### src/rtl/i2s_pkg.sv
// Shared constants, types and helpers for the I2S transmitter.
//   SAMPLE_W   bits per channel slot
//   FRAME_BITS bits per stereo frame (BCLK cycles per LRCK period)
//   CNT_W      width of the bit-position counter
//   stereo_t   one stereo PCM frame, left channel in the upper half
//   lrck_of(n) word-select level for frame bit position n (Philips timing)
package i2s_pkg;

  localparam int SAMPLE_W   = 16;
  localparam int FRAME_BITS = 2 * SAMPLE_W;
  localparam int CNT_W      = $clog2(FRAME_BITS);

  typedef struct packed {
    logic [SAMPLE_W-1:0] left;
    logic [SAMPLE_W-1:0] right;
  } stereo_t;

  // LRCK switches one BCLK ahead of each slot's MSB: high from the left LSB
  // position through the position before the right LSB.
  function automatic logic lrck_of(input logic [CNT_W-1:0] n);
    return (n >= CNT_W'(SAMPLE_W - 1)) && (n <= CNT_W'(FRAME_BITS - 2));
  endfunction

endpackage

### src/rtl/i2s_tx_nco_nco.sv
// Fractional phase accumulator producing the BCLK edge tick.
//   clk        system clock
//   rst        synchronous active-high reset
//   en         1 = accumulate, 0 = accumulator and tick held at 0
//   phase_inc  step per clk; clamped to half scale
//   tick       registered carry; one pulse per BCLK edge
module i2s_nco #(
  parameter int ACC_W = 24
) (
  input  logic             clk,
  input  logic             rst,
  input  logic             en,
  input  logic [ACC_W-1:0] phase_inc,
  output logic             tick
);

  // Half scale guarantees at most one carry every two clocks.
  localparam logic [ACC_W-1:0] INC_MAX = {1'b1, {(ACC_W-1){1'b0}}};

  logic [ACC_W-1:0] acc_q, acc_d, inc_eff;
  logic             carry_d;
  logic             tick_q;

  always_comb begin
    inc_eff            = (phase_inc > INC_MAX) ? INC_MAX : phase_inc;
    {carry_d, acc_d}   = {1'b0, acc_q} + {1'b0, inc_eff};
  end

  always_ff @(posedge clk) begin
    if (rst || !en) begin
      acc_q  <= '0;
      tick_q <= 1'b0;
    end else begin
      acc_q  <= acc_d;
      tick_q <= carry_d;
    end
  end

  assign tick = tick_q;

endmodule

### src/rtl/i2s_tx_nco.sv
// Philips-format I2S transmitter with an NCO-derived bit clock.
//   clk, rst      system clock, synchronous active-high reset
//   en            1 = run the serial output, 0 = outputs quiet
//   phase_inc     NCO step; tick rate = f_clk*phase_inc/2^ACC_W = 2*f_BCLK
//   s_valid/s_ready, s_left/s_right   stereo sample handshake
//   i2s_bclk, i2s_lrck, i2s_sdata     serial interface to the DAC
//   frame_start   1-clk pulse when a frame loads into the shifter
//   underrun      1-clk pulse when that load found the holding register empty
//   underrun_cnt  saturating count of underruns
module i2s_tx_nco
  import i2s_pkg::*;
#(
  parameter int ACC_W = 24
) (
  input  logic                clk,
  input  logic                rst,
  input  logic                en,
  input  logic [ACC_W-1:0]    phase_inc,
  input  logic                s_valid,
  input  logic [SAMPLE_W-1:0] s_left,
  input  logic [SAMPLE_W-1:0] s_right,
  output logic                s_ready,
  output logic                i2s_bclk,
  output logic                i2s_lrck,
  output logic                i2s_sdata,
  output logic                frame_start,
  output logic                underrun,
  output logic [15:0]         underrun_cnt
);

  localparam logic [CNT_W-1:0] LAST = CNT_W'(FRAME_BITS - 1);

  logic                  tick;
  logic [CNT_W-1:0]      bit_cnt_q, bit_cnt_d, n_next;
  logic [FRAME_BITS-1:0] shifter_q, shifter_d, frame_src;
  stereo_t               hold_q, hold_d;
  logic                  hold_full_q, hold_full_d;
  logic                  ready_en_q;
  logic                  bclk_q, bclk_d, lrck_q, lrck_d, sdata_q, sdata_d;
  logic                  fs_q, fs_d, ur_q, ur_d;
  logic [15:0]           underrun_cnt_q, underrun_cnt_d;
  logic                  accept;

  i2s_nco #(.ACC_W(ACC_W)) u_nco (
    .clk       (clk),
    .rst       (rst),
    .en        (en),
    .phase_inc (phase_inc),
    .tick      (tick)
  );

  // ready_en_q keeps s_ready low through reset and for the first clock after.
  assign s_ready = ready_en_q && !hold_full_q;
  assign accept  = s_valid && s_ready;
  assign n_next  = (bit_cnt_q == LAST) ? '0 : bit_cnt_q + CNT_W'(1);

  always_comb begin
    bit_cnt_d      = bit_cnt_q;
    shifter_d      = shifter_q;
    hold_d         = hold_q;
    hold_full_d    = hold_full_q;
    bclk_d         = bclk_q;
    lrck_d         = lrck_q;
    sdata_d        = sdata_q;
    underrun_cnt_d = underrun_cnt_q;
    fs_d           = 1'b0;
    ur_d           = 1'b0;
    frame_src      = shifter_q;

    // Accept and load are exclusive: accept needs an empty hold, load
    // only clears a full one.
    if (accept) begin
      hold_d.left  = s_left;
      hold_d.right = s_right;
      hold_full_d  = 1'b1;
    end

    if (!en) begin
      bclk_d    = 1'b0;
      lrck_d    = 1'b0;
      sdata_d   = 1'b0;
      bit_cnt_d = LAST;
    end else if (tick) begin
      bclk_d = !bclk_q;
      // Only the falling BCLK edge moves data; the rising edge is the DAC's.
      if (bclk_q) begin
        bit_cnt_d = n_next;
        lrck_d    = lrck_of(n_next);
        if (n_next == '0) begin
          fs_d = 1'b1;
          if (hold_full_q) begin
            frame_src   = hold_q;
            hold_full_d = 1'b0;
          end else begin
            frame_src = '0;
            ur_d      = 1'b1;
            if (underrun_cnt_q != 16'hFFFF) underrun_cnt_d = underrun_cnt_q + 16'd1;
          end
        end
        sdata_d   = frame_src[FRAME_BITS-1];
        shifter_d = {frame_src[FRAME_BITS-2:0], 1'b0};
      end
    end
  end

  always_ff @(posedge clk) begin
    if (rst) begin
      bit_cnt_q      <= LAST;
      shifter_q      <= '0;
      hold_q         <= '0;
      hold_full_q    <= 1'b0;
      ready_en_q     <= 1'b0;
      bclk_q         <= 1'b0;
      lrck_q         <= 1'b0;
      sdata_q        <= 1'b0;
      fs_q           <= 1'b0;
      ur_q           <= 1'b0;
      underrun_cnt_q <= '0;
    end else begin
      bit_cnt_q      <= bit_cnt_d;
      shifter_q      <= shifter_d;
      hold_q         <= hold_d;
      hold_full_q    <= hold_full_d;
      ready_en_q     <= 1'b1;
      bclk_q         <= bclk_d;
      lrck_q         <= lrck_d;
      sdata_q        <= sdata_d;
      fs_q           <= fs_d;
      ur_q           <= ur_d;
      underrun_cnt_q <= underrun_cnt_d;
    end
  end

  assign i2s_bclk     = bclk_q;
  assign i2s_lrck     = lrck_q;
  assign i2s_sdata    = sdata_q;
  assign frame_start  = fs_q;
  assign underrun     = ur_q;
  assign underrun_cnt = underrun_cnt_q;

endmodule

### config.mk
export PLATFORM = sky130hd
export DESIGN_NAME = i2s_tx_nco
export DESIGN_NICKNAME = d
export VERILOG_FILES = /design/src/rtl/i2s_pkg.sv /design/src/rtl/i2s_tx_nco_nco.sv /design/src/rtl/i2s_tx_nco.sv
export SDC_FILE = /design/constraint.sdc
export NUM_CORES = 1
export LEC_CHECK = 0
export ABC_AREA = 1
export CAP_MARGIN = 15
export CELL_PAD_IN_SITES_DETAIL_PLACEMENT = 0
export CELL_PAD_IN_SITES_GLOBAL_PLACEMENT = 1
export CORE_ASPECT_RATIO = 1.1
export CORE_MARGIN = 1
export CORE_UTILIZATION = 36
export CTS_CLUSTER_SIZE = 40
export DETAILED_ROUTE_END_ITERATION = 16
export GPL_ROUTABILITY_DRIVEN = 1
export PLACE_DENSITY = 0.83
export SKIP_LAST_GASP = 1
export SYNTH_ARGS = -nofsm -noshare
export SYNTH_HDL_FRONTEND = slang
export SYNTH_HIERARCHICAL = 1
export SYNTH_SLANG_ARGS = --single-unit
export TNS_END_PERCENT = 100
### constraint.sdc
create_clock -name clk -period 2.4 [get_ports clk]
set_clock_uncertainty 0.15 [all_clocks]
set_input_delay 0.48 -clock clk [delete_from_list [all_inputs] [get_ports clk]]
set_output_delay 0.48 -clock clk [all_outputs]
set_load 0.05 [all_outputs]
# ---- Yosys cells after proc, flatten, opt, wreduce, memory -nomap -nowiden
# Cells that the tools add are included.
dict set report op_classes {
  n_lt_le_gt_ge 3
  mux 13
  eq_ne 2
  bitwise 5
  add_sub_neg 3
  n_reduce_logical 14
}
# op count
set ops {}
lappend ops {{32-bit two-way mux} 2}
lappend ops {{24-bit by 24-bit adder with 25-bit output} 1}
lappend ops {{24-bit > comparator (second input constant)} 1}
lappend ops {{24-bit two-way mux} 1}
lappend ops {{16-bit by 1-bit adder with 16-bit output (second input constant)} 1}
lappend ops {{16-bit != test (second input constant)} 1}
lappend ops {{1-bit two-way mux} 9}
lappend ops {{6-bit AND reduction} 1}
lappend ops {{5-bit by 1-bit adder with 5-bit output (second input constant)} 1}
lappend ops {{5-bit equality test (second input constant)} 1}
lappend ops {{5-bit by 4-bit greater-or-equal comparator with 1-bit output (second input constant)} 1}
lappend ops {{5-bit less-or-equal comparator (second input constant)} 1}
lappend ops {{5-bit logical NOT} 1}
lappend ops {{5-bit two-way mux} 1}
lappend ops {{1-bit NOT} 5}
lappend ops {{5-bit OR reduction} 1}
lappend ops {{4-bit OR reduction} 1}
lappend ops {{1-bit logical AND} 3}
lappend ops {{1-bit logical NOT} 3}
lappend ops {{3-bit AND reduction} 1}
lappend ops {{2-bit AND reduction} 1}
lappend ops {{2-bit OR reduction} 1}
lappend ops {{1-bit logical OR} 1}
dict set report totals {
  output_inout_bits 22
  wordCells 54
  ff_bits 116
  input_bits 60
}

# ---- Depth between registers and ports, before layout
dict set report depth {
  depth_word 9
  depth_mapped 19
  depth_no_buf 18
}

# ---- Hierarchy
# Netlist, hierarchy kept.
# module area_per_inst_um2 seq_area_each_um2 n_inst cells_each
set modules_own_cells {}
lappend modules_own_cells {i2s_tx_nco 4265.3 1821.7 1 562}
lappend modules_own_cells {i2s_nco 2672.6 500.5 1 478}

# ---- Least setup slack after synthesis
# Ideal clock, no wire load.
dict set report synth_path {
  kind {input port to flip-flop}
  startpoint {in phase_inc[16]}
  endpoint {reg u_nco.tick_q, in the netlist u_nco/tick}
  required_time_ps 2141
  path_buffers 1
  setup_time_ps 109
  path_slack_ps -167
  arrival_time_ps 2308
  cell_stages 19
  path_cell_list {inv_1 nand4_1 nor2_1 nand4_1 buf_2 a21oi_1 ha_1 fa_1 nand2_1 nand2_1 and2_4 nand2_2 nand2_4 nand2_2 nand2_2 nand2_1 nand2_1 nand2_1 inv_1}
}
dict set report synth_via {
  elab_chain_cells 3
}
# element line
set synth_lines {}
lappend synth_lines {{from (decl)} i2s_tx_nco.sv:18} ;# input logic [ACC_W-1:0] phase_inc,
lappend synth_lines {{24-bit > comparator} i2s_tx_nco_nco.sv:25} ;# inc_eff = (phase_inc > INC_MAX) ? INC_MAX : phase_inc;
lappend synth_lines {{24-bit two-way mux (*)} i2s_tx_nco_nco.sv:25}
lappend synth_lines {{24-bit by 24-bit adder with 25-bit output (*)} i2s_tx_nco_nco.sv:26} ;# {carry_d, acc_d} = {1'b0, acc_q} + {1'b0, inc_eff};
lappend synth_lines {{to (signal assigned)} i2s_tx_nco_nco.sv:35} ;# tick_q <= carry_d;
lappend synth_lines {{to (decl)} i2s_tx_nco_nco.sv:22} ;# logic tick_q;
# Mark *: on every way between the ends. The rest lies on a longest branch, timed or not.
# A chain may end at the register's enable or synchronous reset.

# ---- Final worst setup path
dict set report layout_path {
  startpoint {in phase_inc[0]}
  endpoint {reg u_nco.acc_q[17]}
}
dict set report layout_via {
  elab_chain_cells 3
}
# element line
set layout_lines {}
lappend layout_lines {{24-bit > comparator} i2s_tx_nco_nco.sv:25}
lappend layout_lines {{24-bit two-way mux (*)} i2s_tx_nco_nco.sv:25}
lappend layout_lines {{24-bit by 24-bit adder with 25-bit output (*)} i2s_tx_nco_nco.sv:26}
lappend layout_lines {{to (signal assigned)} i2s_tx_nco_nco.sv:31} ;# acc_q <= '0;
lappend layout_lines {{to (signal assigned)} i2s_tx_nco_nco.sv:34} ;# acc_q <= acc_d;
lappend layout_lines {{to (decl)} i2s_tx_nco_nco.sv:20} ;# logic [ACC_W-1:0] acc_q, acc_d, inc_eff;
# Marks and branches as above.

==> reports/metrics.cfg <==
[critical_path]
critPathMaxStageDelay_ns = 0.22
critPathLaunchType = input port
reg2reg_from = bit_cnt_q[0]
cpMostUsedCell = buf_6
rr_endpoint = underrun_cnt[2]
r2r_slack_ns = 0.21
endpoint_kind = register
cp_max_fo = 6
reg2reg_depth = 11
criticalPathCategory = input port to register
required_ns = 2.57
cp.arrival_ns = 2.76
critPathSlowestCell = nor2_4
crit_chain = buf_6 -> inv_2 -> nand4_1 -> nor2_2 -> nand4_1 -> buf_6 -> buf_12 -> a21oi_4 -> ha_4 -> nand2_4 -> buf_6 -> nor2_4 -> nand3_2 -> nand3_4 -> nand2_4 -> a21oi_2 -> nor2_1

[synthesis]
yosysTopAreaCell = dfxtp_1
synth_nets = 1131
netlist_top_cells_area = dfxtp_1 (33%), nand2_1 (16%), inv_1 (6.9%)
avgSynthCellArea_sq_um = 6.67
synth_cells = 1040
yosysWarnings = 6
netlist_area_sq_um = 6940
ys_async_sr_fraction_pct = 0
synth_top_cell_area_share_pct = 33.5
synth_flop_cell = dfxtp_1
synthTopCellsByCount = nand2_1 (287), inv_1 (128), dfxtp_1 (116), nor2_1 (84), a21oi_1 (82)
synth-seq-cells = 116
ys_types = 40
synth_edf_count = 0
ys_seq_area_share_pct = 33.5
yosysMostFrequentCell = nand2_1

[min_path]
min_to = hold_q[12]
hp-class = input port to register
worstHoldPathCells = 2
worstHoldStart = rst

[cells_and_area]
nNetsFinal = 1339
area_growth_pct = 51.4
drive_above_1_share_pct = 31.4
finalNonFillerCells = 1504
fillers = 1737
fin_util_pct = 56.4
seq_area_sq_um = 2320
multi_input_area_sq_um = 4660
insertedDiodeCount = 0
final_area_sq_um = 10500

[clocking]
worstSkewPairLatency_ns = 0.42
cts_hold_buf = 0
cts_tree = built
cts_buffer_depth = 2
cts_sinks = 116
cts_inserted_buffers = 17
clk_pin_slew_ns = 0.06
root_buffer = clkbuf_16
htree_levels = 4

[global_routing]
antenna_found_initial = 0
grt_pass1_vias = 6989
grt_pass1_wl_microns = 32900
grtUsageTotal_pct = 20.8
grt-ovfl-total = 0
grt_max_degree = 62

[sta]
drv_slew = 0
hold_ws_ns = 0.284
maxSlewHeadroom_pct = 63.2
min_period_ns = 2.59
finalSetupViolations = 21
worst_slack_ns = -0.192
hold_viol_final = 0
tightestPinTransition_ns = 0.550
timing.fmax_ghz = 0.386
period_share_pct = 108
rsz0062_at_grt = yes

[placed_design]
dp.cells = 1415
place_congestion = 0.858
hpwl_microns = 14100
numPortBuffers = 81
placed_cell_area_sq_um = 8640

[routing]
drt_first_iter_violations = 405
postRouteAntennaNets = 0
vias = 7497
wl_microns = 21300
routedWlPerCell_microns = 14.1
drcViolationCount = 0
dr.pass1.iters = 5
avgViaCountPerCell = 4.98

[die]
initial_core_util_pct = 37.3
die_h_microns = 148
core_area_sq_um = 18600
pin_count = 82
fp.dieW_microns = 134
dieArea_sq_um = 19800
placementRows = 52

[pwr]
power.density_nw_per_um2 = 506
power.leakage_nw = 4.63
finalPower_mw = 5.31
ir_drop_v = 0.000492

[run_status]
status = complete, but fails checks
failed_checks = setup timing

[job]
cap_viol_max_count = 0

==> cells in the final DEF (no fill, tap or decap), drive strengths merged <==
master,Yosys,routed
xor2,4,4
a21boi,6,6
clkinv,1,8
and2,2,2
ha,30,30
nand2,300,300
nor2,96,96
a21oi,92,92
nand3,72,72
nand4,48,48
clkdlybuf4s50,0,53
inv,133,136
fa,1,1
a22oi,2,2
xnor2,4,4
a211oi,1,1
nor3,7,7
clkinvlp,0,2
dlygate4sd2,0,8
nand3b,2,2
o21ai,43,43
a31oi,30,30
bufinv,0,2
clkbuf,25,19
buf,21,165
clkdlybuf4s15,0,5
o21a,1,1
dfxtp,116,116
nor4,1,1
or2,2,2
dlymetal6s2s,0,3
==> state kept, by name, indices dropped and copies added (netlist names), 5 cells and up <==
| register | count |
|---|---|
| bit_cnt_q | 5 |
| hold_q | 32 |
| shifter_q | 31 |
| u_nco/acc_q | 24 |
| underrun_cnt | 16 |
==> how the worst max path moves through the flow <==
stage	cells after the start	from	endpoint
final	17	phase_inc[0]	u_nco/acc_q[17]
after global placement	16	phase_inc[18]	u_nco/acc_q[21]
after floorplan	16	phase_inc[18]	u_nco/acc_q[12]
after detailed placement	16	phase_inc[18]	u_nco/acc_q[21]
after CTS	19	phase_inc[5]	u_nco/acc_q[20]
after global routing	19	phase_inc[17]	u_nco/acc_q[21]
==> metal layers <==
layer | vias up | track usage, % | part of all wire, %
met5 | - | 0 | 0
met4 | 0 | 8.37 | 3.5
met3 | 51 | 3.98 | 4.2
met2 | 205 | 35.8 | 49
met1 | 3427 | 25.4 | 44
li1 | 3814 | - | -
==> power breakdown <==
part           switching [mW]  internal, mW
registers              0.0286          1.97
clock network           0.958          1.56
logic                   0.385         0.401
total                    1.37          3.94
==> worst max-delay path, delay by kind of cell <==
family	cells	cell delay, ns
AOI/OAI and AO/OA	2	0.27
adders and majority gates	1	0.20
buffers and inverters	5	0.57
and+or+nand+nor	9	1.21
==> stage by stage <==
step                TNS (ns)  setup slack [ns]
global route           -3.63            -0.261
global placement      -18.76            -0.941
detailed placement    -19.50            -0.964
floorplan             -0.458           -0.0955
CTS                   -0.518           -0.0825
finish                 -2.20            -0.192
==> area by class of cell <==
cell class              instances  share of cell area, %
inverters                     134                   4.86
clock buffers                  18                   4.18
well taps                     243                   2.89
clock inverters                14                   1.44
repair buffers                235                   20.1
flip-flops and latches        116                   22.1
multi-input cells             744                   44.4
==> kinds of logic (layout without fill, tap and decap cells) <==
| logic type | Yosys count | in the layout | share of synthesized area, % |
|---|---|---|---|
| adders and majority gates | 31 | 31 | 5.70 |
| xor gates and xnor gates | 8 | 8 | 1.01 |
| DFF | 116 | 116 | 33.5 |
| buffers and inverters | 180 | 401 | 10.8 |
| and+or+nand+nor | 530 | 530 | 34.9 |
| AOI/OAI and AO/OA | 175 | 175 | 14.1 |
==> what timing repair did <==
action | 4_1_cts | 5_1_grt
resized for setup | 164 | 101
setup buffers | 44 | 13
cloned | 1 | 1
endpoints found under the setup margin | 22 | 57
pin swaps | 63 | 50
Note: power is estimated with default switching activity, not from simulation.
